**src/rtl/led_pattern_seq.sv**
```systemverilog
// LED pattern sequencer between the button debouncers and the board LED pins.
// A free-running prescaler paces the position register through four display modes at four speeds.
module led_pattern_seq #(
    parameter int NLED      = 4,
    parameter int DIVW      = 25,
    parameter int FASTSHIFT = 23
) (
    input  logic                         CLK,
    input  logic                         RST,
    input  logic                         MODE_STEP,
    input  logic                         SPEED_STEP,
    input  logic                         PAUSE_TGL,
    output logic [NLED-1:0]              LED,
    output logic [1:0]                   MODE,
    output logic [1:0]                   SPEED,
    output logic                         PAUSED,
    output logic                         TICK,
    output logic [$clog2(NLED+1)-1:0]    POS_DBG
);

    // MODE_STEP, SPEED_STEP and PAUSE_TGL are one-cycle pulses with no ready/acknowledge:
    // each one is consumed on the rising edge where it is high, and pulses in one cycle act independently.

    typedef enum logic [1:0] {
        M_BOUNCE = 2'd0,
        M_RIGHT  = 2'd1,
        M_LEFT   = 2'd2,
        M_FILL   = 2'd3
    } mode_e;

    localparam int              PW       = $clog2(NLED + 1);
    localparam int              OHW      = NLED + 1;
    localparam logic [PW-1:0]   P_ZERO   = '0;
    localparam logic [PW-1:0]   P_ONE    = PW'(1);
    localparam logic [PW-1:0]   P_TOP    = PW'(NLED - 1);
    localparam logic [PW-1:0]   P_TOP2   = PW'(NLED - 2);
    localparam logic [PW-1:0]   P_FULL   = PW'(NLED);
    localparam logic            DIR_UP   = 1'b0;
    localparam logic            DIR_DN   = 1'b1;
    localparam logic [DIVW-1:0] CNT_ONES = '1;

    logic [DIVW-1:0] cnt_q, cnt_d;
    mode_e           mode_q, mode_d;
    logic [1:0]      speed_q, speed_d;
    logic            paused_q, paused_d;
    logic [PW-1:0]   pos_q, pos_d;
    logic            dir_q, dir_d;
    logic [DIVW-1:0] tick_mask;
    logic            tick;
    logic            advance;
    logic [OHW-1:0]  one_hot;

    function automatic logic [PW-1:0] start_pos(input mode_e m);
        return (m == M_RIGHT) ? P_TOP : P_ZERO;
    endfunction

    // Tick when the low FASTSHIFT+SPEED counter bits are all ones; the current SPEED decodes it.
    always_comb begin
        tick_mask = CNT_ONES >> (DIVW - FASTSHIFT - int'(speed_q));
        tick      = ((cnt_q & tick_mask) == tick_mask);
        advance   = tick && !paused_q;
    end

    always_ff @(posedge CLK) begin
        if (RST) begin
            cnt_q    <= '0;
            mode_q   <= M_BOUNCE;
            speed_q  <= 2'd0;
            paused_q <= 1'b0;
            pos_q    <= P_ZERO;
            dir_q    <= DIR_UP;
        end else begin
            cnt_q    <= cnt_d;
            mode_q   <= mode_d;
            speed_q  <= speed_d;
            paused_q <= paused_d;
            pos_q    <= pos_d;
            dir_q    <= dir_d;
        end
    end

    always_comb begin
        cnt_d    = cnt_q + DIVW'(1);
        mode_d   = mode_q;
        speed_d  = speed_q;
        paused_d = paused_q;
        pos_d    = pos_q;
        dir_d    = dir_q;

        if (SPEED_STEP) speed_d = speed_q + 2'd1;
        if (PAUSE_TGL)  paused_d = ~paused_q;

        // A mode change swallows any advance that lands in the same cycle.
        if (MODE_STEP) begin
            mode_d = mode_e'(mode_q + 2'd1);
            pos_d  = start_pos(mode_d);
            dir_d  = DIR_UP;
        end else if (advance) begin
            case (mode_q)
                M_BOUNCE: begin
                    if (dir_q == DIR_UP) begin
                        if (pos_q >= P_TOP) begin
                            pos_d = P_TOP2;
                            dir_d = DIR_DN;
                        end else begin
                            pos_d = pos_q + P_ONE;
                        end
                    end else begin
                        if (pos_q == P_ZERO) begin
                            pos_d = P_ONE;
                            dir_d = DIR_UP;
                        end else begin
                            pos_d = pos_q - P_ONE;
                        end
                    end
                end
                M_RIGHT: pos_d = (pos_q == P_ZERO || pos_q > P_TOP) ? P_TOP : pos_q - P_ONE;
                M_LEFT:  pos_d = (pos_q >= P_TOP) ? P_ZERO : pos_q + P_ONE;
                default: pos_d = (pos_q >= P_FULL) ? P_ZERO : pos_q + P_ONE;
            endcase
        end
    end

    // One-hot is one bit wider than LED so the fill bar at pos NLED does not overflow.
    always_comb begin
        LED     = '0;
        one_hot = OHW'(1) << pos_q;
        case (mode_q)
            M_FILL:  if (pos_q <= P_FULL) LED = NLED'(one_hot - OHW'(1));
            default: if (pos_q <= P_TOP)  LED = one_hot[NLED-1:0];
        endcase
    end

    assign MODE    = mode_q;
    assign SPEED   = speed_q;
    assign PAUSED  = paused_q;
    assign TICK    = tick;
    assign POS_DBG = pos_q;

endmodule

```
**config.mk**
```make
export PLATFORM = sky130hd
export DESIGN_NAME = led_pattern_seq
export DESIGN_NICKNAME = d
export VERILOG_FILES = /design/src/rtl/led_pattern_seq.sv
export SDC_FILE = /design/constraint.sdc
export NUM_CORES = 1
export LEC_CHECK = 0
export CORE_MARGIN = 10
export CORE_UTILIZATION = 57
export DETAILED_ROUTE_END_ITERATION = 8
export GPL_TIMING_DRIVEN = 1
export HOLD_SLACK_MARGIN = 0.1
export PLACE_DENSITY = 0.85
export SLEW_MARGIN = 5
export SYNTH_ARGS = -nofsm -noshare
export SYNTH_HDL_FRONTEND = slang
export SYNTH_SLANG_ARGS = --single-unit
export TNS_END_PERCENT = 20
```
**constraint.sdc**
```tcl
create_clock -name CLK -period 2.1 [get_ports CLK]
set_input_delay 0.21 -clock CLK [delete_from_list [all_inputs] [get_ports CLK]]
set_output_delay 0.21 -clock CLK [all_outputs]
set_load 0.02 [all_outputs]
```
==> results.toml <==
[run_status]
status = "completed"

[power_and_ir_drop]
p_total_w = 0.001509
powerDensity_mw_per_mm2 = 580.8
p_leak_nw = 1.039
peakVddDrop_mv = 0.6315

[sta]
fin_hold_ws_ns = 0.4555
finalWorstSetupSlack_ns = 0.08262
fin_crit_sh_pct = 96.07
maxSlewViolCount = 0
slew_headroom_pct = 67.81
fin_worst_skew_ns = 0.004301
period_minus_slack_ns = 2.017
hold_violations = 0
max_freq_ghz = 0.4957
rsz0062_at_grt = "yes"
setup_viol = 0
worstMarginPinSlew_ns = 0.4706

[setup_path]
ff2ff_setup_slack_ns = 0.09
cp_max_fo = 4
cp_slowest_stage_delay_ns = 0.40
cp_num_cells = 4
critical_path_required_ns = 1.89
cp.arrival_ns = 1.81
crit_chain = "and3_1 > a41oi_4 > nor4_1 > dlygate4sd2_1"
crit_path_start_kind = "flip-flop"
cp_slowest_cell = "dfxtp_1"
path_delay_family = "simple AND/OR/NAND/NOR gates"
crit_buf_inv = 1
path_class = "flip-flop to primary output"
ff2ff_path_depth = 9
end_kind = "primary output"

[global_route]
grtUsageTotal_pct = 16.41
grt_pass1_wl_mm = 8.604
antenna_found_initial = 0
first_global_vias = 1847
grt_overflow_total = 0
grt_max_degree = 14

[logic_synthesis]
seq_area_frac_synth_pct = 32.61
synth-seq-cells = 34
synth_nets = 267
yosysMostFrequentCell = "dfxtp_1"
yosysTopAreaCell = "dfxtp_1"
synth_common_cells = "34 x dfxtp_1, 33 x nor2_1, 19 x ha_1, 17 x inv_1, 15 x nand2_1"
yosys-top-cells-area = "dfxtp_1 33%, ha_1 11%, nor2_1 5.9%"
synth-async-reset-ratio_pct = 0
synthCells = 243
synthFlopType = "dfxtp_1"
synth_warnings = 0
ys_types = 49
yosys.area.top_type_share_pct = 32.61
synth-edff-count = 0
syn_area_per_cell_um2 = 8.588
syn-cell-area_mm2 = 0.002087

[clock_tree]
cts_root_buffer = "clkbuf_8"
clk_path_buf_depth = 2
clk_pin_slew_worst_paths_ns = 0.07
htree_levels = 2
cts_inserted_buffers = 5
postCtsSetupBuffers = 0
cts_tree = "done"
clock_sinks = 34
worstSkewPairLatency_ns = 0.29
cts_hold_buf = 0

[min_path]
min_path_type = "flip-flop to flip-flop"
holdPathStages = 1

[drt]
vias_per_cell = 5.767
antenna_left = 0
drtIter0Drc = 155
wl_per_cell_um = 15.23
wl_mm = 5.101
drt-pass1-iter-count = 5
drc = 0
vias = 1932

[layout]
multi_input_area_mm2 = 0.001311
drive_gt1_share_pct = 20.76
utilization_pct = 75.46
final_nets = 312
diodes = 0
seqCellArea_um2 = 680.7
fin_cells = 335
syn_to_final_growth_pct = 24.46
fillers = 235

[place]
place_inst = 327
place_ws_ns = -0.03542
place_hpwl_mm = 3.816
gp_congestion = 0.8713
io_buffers = 17

[die]
die_y_um = 80.51
row_count = 21
dieArea_mm2 = 0.006482
initial_utilization_pct = 60.63
core_area_mm2 = 0.003442
ios = 18
die_x_um = 80.51

[job]
cap_viol_max_count = 0
cell usage in the layout (no fill, tap or decap), drive strengths merged, types with 2 or more instances in the layout:
cell,n
clkdlybuf4s50,12
or3,6
ha,19
a21oi,6
xnor2,14
nor4,8
and2,2
o31ai,2
nor2,33
and4,4
o32ai,2
a31oi,4
mux2,2
o21ai,7
xor2,8
nand2,15
a32o,2
buf,35
dfxtp,34
inv,17
nor3,7
nor2b,2
nand4,7
nand3,7
o22ai,5
clkbuf,7
and3,6
layer usage:
layer  GRT usage, %  part of all wire, %
met5              0                    0
met4          6.690                  2.2
met3          5.122                  5.6
met2          27.79                   50
met1          18.53                   42
kinds of logic after synthesis:
| family | count (synthesis) | share of synthesized area, % |
|---|---|---|
| AND/OR/NAND/NOR | 98 | 25.66 |
| AO/OA/AOI/OAI | 39 | 14.09 |
| flip-flops | 34 | 32.61 |
| buffers and inverters | 28 | 5.455 |
| XOR/XNOR | 22 | 9.233 |
| adder cells (fa/ha/maj) | 19 | 11.39 |
| multiplexers | 3 | 1.559 |
report_power, final:
group	internal (W)	switching, W
logic	0.000155	0.000176
clock network	0.000263	0.000235
registers	0.000663	0.0000164
total	0.00108	0.000428
worst reg2reg max path: cells and delay by family (launching register included):
| kind | cells | cell delay [ns] |
|---|---|---|
| AOI/OAI and AO/OA | 5 | 0.92 |
| adders and majority gates | 2 | 0.41 |
| DFF | 1 | 0.32 |
| buffers and inverters | 2 | 0.29 |
state kept, by name, indices dropped and copies added (netlist names):
signal	cells
MODE	2
PAUSED	1
POS_DBG	3
SPEED	2
cnt_q	25
dir_q	1
repair_timing:
| action | CTS | global route |
|---|---|---|
| setup endpoints to repair | 5 | 7 |
| cloned | 0 | 0 |
| resized for setup | 15 | 6 |
| pin swaps | 0 | 2 |
layout make-up:
| cell class | instances | share of cell area, % |
|---|---|---|
| Inverter | 17 | 2.457 |
| Clock buffer | 6 | 3.179 |
| Clock inverter | 2 | 0.4817 |
| Sequential cell | 34 | 26.20 |
| Timing Repair Buffer | 49 | 14.98 |
| Multi-Input combinational cell | 181 | 50.48 |
| Tap cell | 46 | 2.216 |
per-stage QoR:
stage	setup TNS (ns)	area [µm²]
5_1_grt	-0.1087	2597
3_3_place_gp	0	2505
3_5_place_dp	-0.04603	2505
6_report	0	2597
4_1_cts	0	2597
2_1_floorplan	0	2087
worst paths after layout:
path                      to  startpoint
setup / recovery        TICK   cnt_q[16]
hold / removal      cnt_q[0]    cnt_q[0]
setup reg to reg  POS_DBG[1]  POS_DBG[0]
hold reg to reg     cnt_q[0]    cnt_q[0]
No activity file was read; power rests on OpenSTA's default activity.
